--- src/rtl/aes_seq_pkg.sv ---
// Shared encodings for the AES round sequencer: key sizes, modes, round counts
// and FSM states.
package aes_seq_pkg;

  localparam logic [1:0] KS_128 = 2'd0;
  localparam logic [1:0] KS_192 = 2'd1;
  localparam logic [1:0] KS_256 = 2'd2;

  localparam logic [1:0] MODE_ENC     = 2'd0;
  localparam logic [1:0] MODE_DEC     = 2'd1;
  localparam logic [1:0] MODE_ENC_DEC = 2'd2;

  localparam logic [3:0] NR_128 = 4'd10;
  localparam logic [3:0] NR_192 = 4'd12;
  localparam logic [3:0] NR_256 = 4'd14;

  typedef enum logic [1:0] {
    ST_IDLE = 2'd0,
    ST_RUN  = 2'd1,
    ST_DONE = 2'd2
  } seq_state_e;

  // Illegal code 3 is never latched, so its mapping is irrelevant.
  function automatic logic [3:0] nr_of(input logic [1:0] ks);
    case (ks)
      KS_128:  nr_of = NR_128;
      KS_192:  nr_of = NR_192;
      default: nr_of = NR_256;
    endcase
  endfunction

endpackage

--- src/rtl/step_edge_detect.sv ---
// Registers a clk-synchronous strobe and emits a one-cycle pulse on its
// low-to-high transition.
module step_edge_detect (
  input  logic clk,
  input  logic rst_n,
  input  logic d_i,
  output logic rise_o
);

  logic d_q;

  // NOTE: sequential state is always written with non-blocking (<=) so every
  // register samples the pre-edge values of its inputs.
  always_ff @(posedge clk or negedge rst_n) begin
    if (!rst_n) d_q <= 1'b0;
    else        d_q <= d_i;
  end

  assign rise_o = d_i & ~d_q;

endmodule

--- src/rtl/aes_round_sequencer.sv ---
// Handshaked round/phase sequencer shared by the AES cipher and decipher
// datapaths; advances every clock or once per single-step press.
module aes_round_sequencer
  import aes_seq_pkg::*;
#(
  parameter int ROUND_W = 5
) (
  input  logic               clk,
  input  logic               rst_n,
  input  logic               start,
  input  logic               abort,
  input  logic [1:0]         key_size,
  input  logic [1:0]         mode,
  input  logic               step_mode,
  input  logic               step,
  output logic               busy,
  output logic [ROUND_W-1:0] round,
  output logic               phase,
  output logic [3:0]         nr,
  output logic               done,
  output logic               err
);

  if (ROUND_W < 4) begin : g_bad_round_w
    $error("aes_round_sequencer: ROUND_W must be at least 4 to hold round 14");
  end

  seq_state_e         state_q;
  logic [1:0]         ks_q;
  logic [1:0]         mode_q;
  logic [ROUND_W-1:0] round_q;
  logic               phase_q;
  logic               busy_q;
  logic               done_q;
  logic               err_q;

  logic               step_rise;
  logic               adv;
  logic [ROUND_W-1:0] nr_ext;

  step_edge_detect u_step_edge (
    .clk    (clk),
    .rst_n  (rst_n),
    .d_i    (step),
    .rise_o (step_rise)
  );

  assign adv    = step_mode ? step_rise : 1'b1;
  assign nr     = nr_of(ks_q);
  assign nr_ext = ROUND_W'(nr);

  always_ff @(posedge clk or negedge rst_n) begin
    if (!rst_n) begin
      state_q <= ST_IDLE;
      ks_q    <= KS_128;
      mode_q  <= MODE_ENC;
      round_q <= '0;
      phase_q <= 1'b0;
      busy_q  <= 1'b0;
      done_q  <= 1'b0;
      err_q   <= 1'b0;
    end else begin
      done_q <= 1'b0;
      err_q  <= 1'b0;
      case (state_q)
        ST_IDLE: begin
          if (start) begin
            if (key_size == 2'd3 || mode == 2'd3) begin
              err_q <= 1'b1;
            end else begin
              ks_q    <= key_size;
              mode_q  <= mode;
              round_q <= '0;
              phase_q <= (mode == MODE_DEC);
              busy_q  <= 1'b1;
              state_q <= ST_RUN;
            end
          end
        end
        ST_RUN: begin
          // Abort deliberately outranks a same-cycle advance.
          if (abort) begin
            round_q <= '0;
            phase_q <= 1'b0;
            busy_q  <= 1'b0;
            state_q <= ST_IDLE;
          end else if (adv) begin
            if (round_q < nr_ext) begin
              round_q <= round_q + ROUND_W'(1);
            end else if (!phase_q && mode_q == MODE_ENC_DEC) begin
              phase_q <= 1'b1;
              round_q <= '0;
            end else begin
              busy_q  <= 1'b0;
              done_q  <= 1'b1;
              state_q <= ST_DONE;
            end
          end
        end
        ST_DONE: begin
          if (abort) begin
            round_q <= '0;
            phase_q <= 1'b0;
          end
          state_q <= ST_IDLE;
        end
        default: state_q <= ST_IDLE;
      endcase
    end
  end

  assign busy  = busy_q;
  assign round = round_q;
  assign phase = phase_q;
  assign done  = done_q;
  assign err   = err_q;

endmodule
--- config.mk ---
export PLATFORM = sky130hd
export DESIGN_NAME = aes_round_sequencer
export DESIGN_NICKNAME = d
export VERILOG_FILES = /design/src/rtl/aes_seq_pkg.sv /design/src/rtl/step_edge_detect.sv /design/src/rtl/aes_round_sequencer.sv
export SDC_FILE = /design/constraint.sdc
export NUM_CORES = 1
export LEC_CHECK = 0
export ABC_AREA = 1
export ABC_CLOCK_PERIOD_IN_PS = 1350
export CORE_MARGIN = 3
export CORE_UTILIZATION = 44
export DETAILED_ROUTE_END_ITERATION = 7
export PLACE_DENSITY = 0.74
export SKIP_LAST_GASP = 1
export SYNTH_ARGS = -nofsm -noshare
export SYNTH_HDL_FRONTEND = slang
export SYNTH_SLANG_ARGS = --single-unit
--- constraint.sdc ---
create_clock -name clk -period 1.35 [get_ports clk]
set_input_delay 0.135 -clock clk [delete_from_list [all_inputs] [get_ports clk]]
set_output_delay 0.135 -clock clk [all_outputs]
set_load 0.03 [all_outputs]
=== Yosys cells after proc, flatten, opt, wreduce, memory -nomap -nowiden ===
Cells that the tools add are included.

* Add/sub/neg operators: 1
* $mul: 0
* Divide/modulo/power cells: 0
* Order comparisons: 1
* Equality and inequality tests: 15
* Shifts and indexed selects: 0
* Muxes and demuxes: 40
* Bitwise gates (word level): 3
* Reduce and logical (&&, ||, !) cells: 12

{| class="wikitable"
|+ Operators by type and width
! cell !! number
|-
| two-way mux 5 bit || 7
|-
| two-way mux 1 bit || 22
|-
| case mux 5 bit (3 select lines) || 1
|-
| two-way mux 2 bit || 6
|-
| inequality test 3 bit, second input constant || 4
|-
| AND reduction 6 bit || 2
|-
| == test 2 bit, second input constant || 4
|-
| AND reduction 7 bit || 1
|-
| == test 2 x 1 -> 1 bit, second input constant || 3
|-
| inequality test 2 bit, second input constant || 3
|-
| case mux 3 bit (2 select lines) || 1
|-
| adder 5 x 1 -> 5 bit, second input constant || 1
|-
| less-than comparator 5 x 4 -> 1 bit || 1
|-
| AND reduction 5 bit || 1
|-
| zero test 2 bit || 2
|-
| inequality test 4 bit, second input constant || 1
|-
| case mux 2 bit (2 select lines) || 1
|-
| case mux 1 bit (3 select lines) || 1
|-
| AND reduction 3 bit || 1
|-
| nonzero test 3 bit || 1
|-
| NOT 1 bit || 2
|-
| case mux 1 bit (2 select lines) || 1
|-
| nonzero test 2 bit || 1
|-
| AND 1 bit || 1
|-
| other kinds (3) || 3
|}

* Register bits: 16
* Latch bits: 0
* RAM bits: 0
* Memory bits (read-only): 0
* Input port bits: 10
* Word-level logic and storage cells: 81
* Memories kept: 0

=== Longest topological paths before layout ===
Gate-level depths: netlist (run 1).

* Depth after elaboration: 7
* Gate-level depth with buffers: 12

=== Modules after synthesis ===
Synthesis (run 1) repeated with hierarchy kept, for this count alone.

* Cell total of the unflattened synthesis: 111
* Area, all modules: 962.2 um^2

{| class="wikitable"
|+ Modules (own cells, without submodules)
! module !! instances !! cells each !! area each (um^2) !! sequential area each (um^2)
|-
| aes_round_sequencer || 1 || 108 || 927.1 || 375.4
|-
| step_edge_detect || 1 || 3 || 35.0 || 25.0
|}

=== Worst setup path after synthesis (run 1) ===
Ideal clock, no wire load.

* Path kind: flip-flop to flip-flop
* Start: reg round_q[2], in the netlist round[2]
* End: reg round_q[3], in the netlist round[3]
* Setup time: 117 ps
* Arrival: 1440 ps
* Data required time: 1233 ps
* Path slack: -207 ps
* Cell stages (with the launch flop): 11
* Path buffers: 0
* Path through: dfrtp_1 ha_1 nand2_1 nand2_2 nand2_4 nand2_2 nand2_4 nand2_4 clkinv_4 nand2_1 nand2_1

* Longest elaborated chain between the ends: 5

{| class="wikitable"
|+ Ends and longest elaborated chain
! element !! RTL line !! text
|-
| start, declared || aes_round_sequencer.sv:31 || <nowiki>logic [ROUND_W-1:0] round_q;</nowiki>
|-
| start signal, assigned || aes_round_sequencer.sv:89 || <nowiki>round_q <= round_q + ROUND_W'(1);</nowiki>
|-
| adder 5 x 1 -> 5 bit / less-than comparator 5 x 4 -> 1 bit (equally long branches) || aes_round_sequencer.sv:89, aes_round_sequencer.sv:88 ||
|-
| two-way mux 5 bit || aes_round_sequencer.sv:88 || <nowiki>if (round_q < nr_ext) begin</nowiki>
|-
| two-way mux 5 bit || aes_round_sequencer.sv:87 || <nowiki>end else if (adv) begin</nowiki>
|-
| two-way mux 5 bit || aes_round_sequencer.sv:82 || <nowiki>if (abort) begin</nowiki>
|-
| case mux 5 bit (3 select lines) || aes_round_sequencer.sv:65 || <nowiki>case (state_q)</nowiki>
|}

Parallel ways exist; a longest one is shown, timed or not. The select of a mux whose other input is x is not followed.
A chain may end at the register's enable or synchronous reset.

=== Worst setup path in the final report (run 1) ===
* Start: reg state_q[1]
* End: reg round_q[4], in the netlist round[4]

* Longest elaborated chain between the ends: 3

{| class="wikitable"
|+ Ends and longest elaborated chain
! element !! RTL line !! text
|-
| start, declared || aes_round_sequencer.sv:28 || <nowiki>seq_state_e state_q;</nowiki>
|-
| start signal, assigned || aes_round_sequencer.sv:54 || <nowiki>state_q <= ST_IDLE;</nowiki>
|-
| start signal, assigned || aes_round_sequencer.sv:76 || <nowiki>state_q <= ST_RUN;</nowiki>
|-
| start signal, assigned || aes_round_sequencer.sv:86 || <nowiki>state_q <= ST_IDLE;</nowiki>
|-
| == test 2 x 1 -> 1 bit, or another cell as far along || aes_round_sequencer.sv:65 ||
|-
| inequality test 4 bit (no source line), or another cell as far along || - ||
|-
| AND reduction 6 bit (no source line) || - ||
|}

Parallel ways exist; a longest one is shown, timed or not.

==> run summary, run 1 <==
status -> finished, violations left
failing checks -> setup timing
core area -> 0.00208 mm2
design area -> 0.00158 mm2
Starting Density -> 0.492
initial antenna violation count -> 0
pwr dens -> 1600 mW/mm2
pin count of the biggest net entering global routing -> 17
internal power -> 1.42 mW
crit path time final -> 1520 ps
Routed wire per std cell -> 12.7 um
DR pass1 iterations -> 4
critical path's most frequent cell -> nand2_2
switching share of power -> 0.436
Final ANT Viol Nets -> 0
RR Endpoint -> round[4]$_DFFE_PN0P_
Worst IR Drop VDD -> 0.00115 V
DIE AREA -> 0.00294 mm2
commonest non-fill, non-tap cell in the layout -> nand2_1
CP arrival -> 1760 ps
All-Layer GR Usage -> 0.195
first-pass GRT wire length -> 4.14 mm
H-tree levels -> 1
worst-path fanout max -> 7
worst hold margin -> 139 ps
Reg2Reg Depth -> 10
DP HPWL -> 1.98 mm
Post-Syn Area -> 0.00102 mm2
ant diodes -> 0
Clock Latency Late Sink -> 300 ps
leakage -> 0.858 nW
register bit count reported by yosys -> 16
Sink Count -> 16
Post-Route M1 WL -> 1.10 mm
CP endpoint kind -> register
Cells after Synth -> 130
CTS tree -> done
syn_area_per_cell -> 7.87 um2
final wirelength -> 2.59 mm
NetSw -> 1.10 mW
Achievable Freq -> 0.657 GHz
reg2reg start -> state_q[1]$_DFFE_PN0P_
DP Area -> 0.00144 mm2
slack of the critical path -> -172 ps
slowest CP cell -> dfrtp_1
crit path buf inv count -> 3
synthesized net count -> 146
Seq/Total Area, Yosys -> 0.391
Max Cap Violations -> 0
RePlAce Congestion -> 0.855
final setup vio count -> 14
hold buffers post-CTS -> 0
# IOs -> 23
Initial DRC Count -> 11
final worst path period share -> 1.13
Setup crit start kind -> register
Comb pwr share -> 0.583
Yosys warning count -> 0
Vias -> 978
Critical Path RT -> 1590 ps
GRT Residual Overflow -> 0
share of cells above drive strength 1 -> 0.415
PortBufs -> 20
CP Cell Sequence -> buf_6, ha_1, a21o_1, nor2_2, nand3_4, clkinv_2, nand2_8, clkinv_4, nand2_2, nand2_2
dpl ws -> -189 ps
Hold Fails Final Rpt -> 0
Layout Nets -> 193
critical path class -> reg2reg
routed length on met3 -> 97 um
RSZ-0062 raised after global routing -> yes
Worst-path clk slew -> 100 ps
CTS Buf Count -> 3
worst min path class -> in2async
Worst Clk Skew -> 5.95 ps
vias in the first global route -> 958
Crit path largest cell delay -> 410 ps
die span in y -> 54.2 um
vias per std cell -> 4.82
Clock Root Buffer -> clkbuf_4
CTS Buffer Depth -> 2
r2r setup slk -> -170 ps
clock power share -> 0.130
P&R area growth vs syn -> 54.5%
Reg power frac -> 0.287
die width -> 54.2 um
highest-count cells in the layout ignoring fill and taps -> nand2_1 (26), buf_4 (20), dfrtp_1 (14)
synth unique cells -> 27
Max Slew Vio Count -> 0
met2 wire length -> 1.36 mm
Crit path max-delay family -> simple AND/OR/NAND/NOR gates
# rows -> 16
top sig layer -> met4
Residual DRC -> 0
-- how the worst max path moves through the flow --
stage / from / end / slack [ps] / depth (start not counted)
after floorplan: round[2]$_DFFE_PN0P_ / round[2]$_DFFE_PN0P_ / -110 / 10
after global placement: abort / phase$_DFFE_PN0P_ / -150 / 9
after detailed placement: ks_q[1]$_DFFE_PN0P_ / round[4]$_DFFE_PN0P_ / -190 / 11
after CTS: ks_q[0]$_DFFE_PN0P_ / round[4]$_DFFE_PN0P_ / -170 / 11
after global routing: state_q[0]$_DFFE_PN0P_ / round[3]$_DFFE_PN0P_ / -250 / 11
final: state_q[1]$_DFFE_PN0P_ / round[4]$_DFFE_PN0P_ / -170 / 10
-- kinds of logic after synthesis --
family                     synth area share
AOI/OAI and AO/OA                    0.0477
and+or+nand+nor                       0.352
adders and majority gates            0.0733
other                               0.00734
muxes                                0.0220
buffers and inverters                0.0978
DFF                                   0.391
xor gates and xnor gates            0.00856
-- worst register-to-register path: stages, from the launching register on --
cell and delay, ps:
dfrtp_1 410, buf_6 130, ha_1 170, a21o_1 170
nor2_2 130, nand3_4 100, clkinv_2 90, nand2_8 80
clkinv_4 60, nand2_2 50, nand2_2 70
-- sequential cells by signal, indices dropped and copies added (netlist names) --
name             flops
done                 1
phase                1
u_step_edge.d_q      1
ks_q                 2
round                5
err                  1
state_q              2
mode_q               2
busy                 1
-- cells in the mapped netlist (all sizes together) --
cell / n / area share
and3: 1 / 0.0061
nand3b: 1 / 0.0073
nor2: 14 / 0.066
o21ai: 2 / 0.013
buf: 2 / 0.015
nand2: 42 / 0.19
nand4: 7 / 0.043
ha: 6 / 0.073
dfrtp: 16 / 0.39
a21o: 1 / 0.0073
conb: 2 / 0.0073
mux2: 2 / 0.022
inv: 18 / 0.066
xor2: 1 / 0.0086
nand3: 7 / 0.044
clkinv: 3 / 0.017
a21boi: 1 / 0.0073
a21oi: 4 / 0.020
-- metrics by stage --
step	utilization	instances	setup TNS, ps	power, mW
final	0.760	203	-1570	2.53
after global routing	0.760	203	-2630	2.70
after CTS	0.732	202	-1500	2.39
after detailed placement	0.691	198	-1880	2.01
after global placement	0.691	198	-1220	1.97
after floorplan	-	130	-730	1.45
-- cell type report --
| cell class | count | area, um2 |
|---|---|---|
| clock buffers | 4 | 36.3 |
| repair buffers | 44 | 383 |
| fillers | 165 | 500 |
| well taps | 27 | 33.8 |
| inverters | 21 | 92.6 |
| multi-input cells | 91 | 633 |
| flip-flops and latches | 16 | 403 |
-- per-layer routing --
layer / up-vias / global-route usage
met5: - / 0
met4: 0 / 0.0539
met3: 2 / 0.0327
met2: 19 / 0.363
met1: 460 / 0.229
li1: 497 / -
-- repair_timing --
| item | 4_1_cts | 5_1_grt |
|---|---|---|
| pin swaps | 14 | 6 |
| endpoints found under the setup margin | 24 | 16 |
| buffers inserted | 1 | 1 |
| gates resized for setup | 30 | 15 |
-- power by group through the flow --
stage	combinational, mW	clock (mW)	sequential, mW
2_1_floorplan	0.640	0	0.806
3_3_place_gp	1.27	0	0.699
3_5_place_dp	1.31	0	0.706
4_1_cts	1.35	0.330	0.711
5_1_grt	1.60	0.347	0.744
6_report	1.47	0.329	0.724
Power figures use the tool's default switching activity.
==> run 2, diff against run 1 <==
Settings changed: CAP_MARGIN from default to 10, SLEW_MARGIN from default to 20.
==> results of run 2 <==
No change in the layout: final DEF, timing and power equal those of run 1.
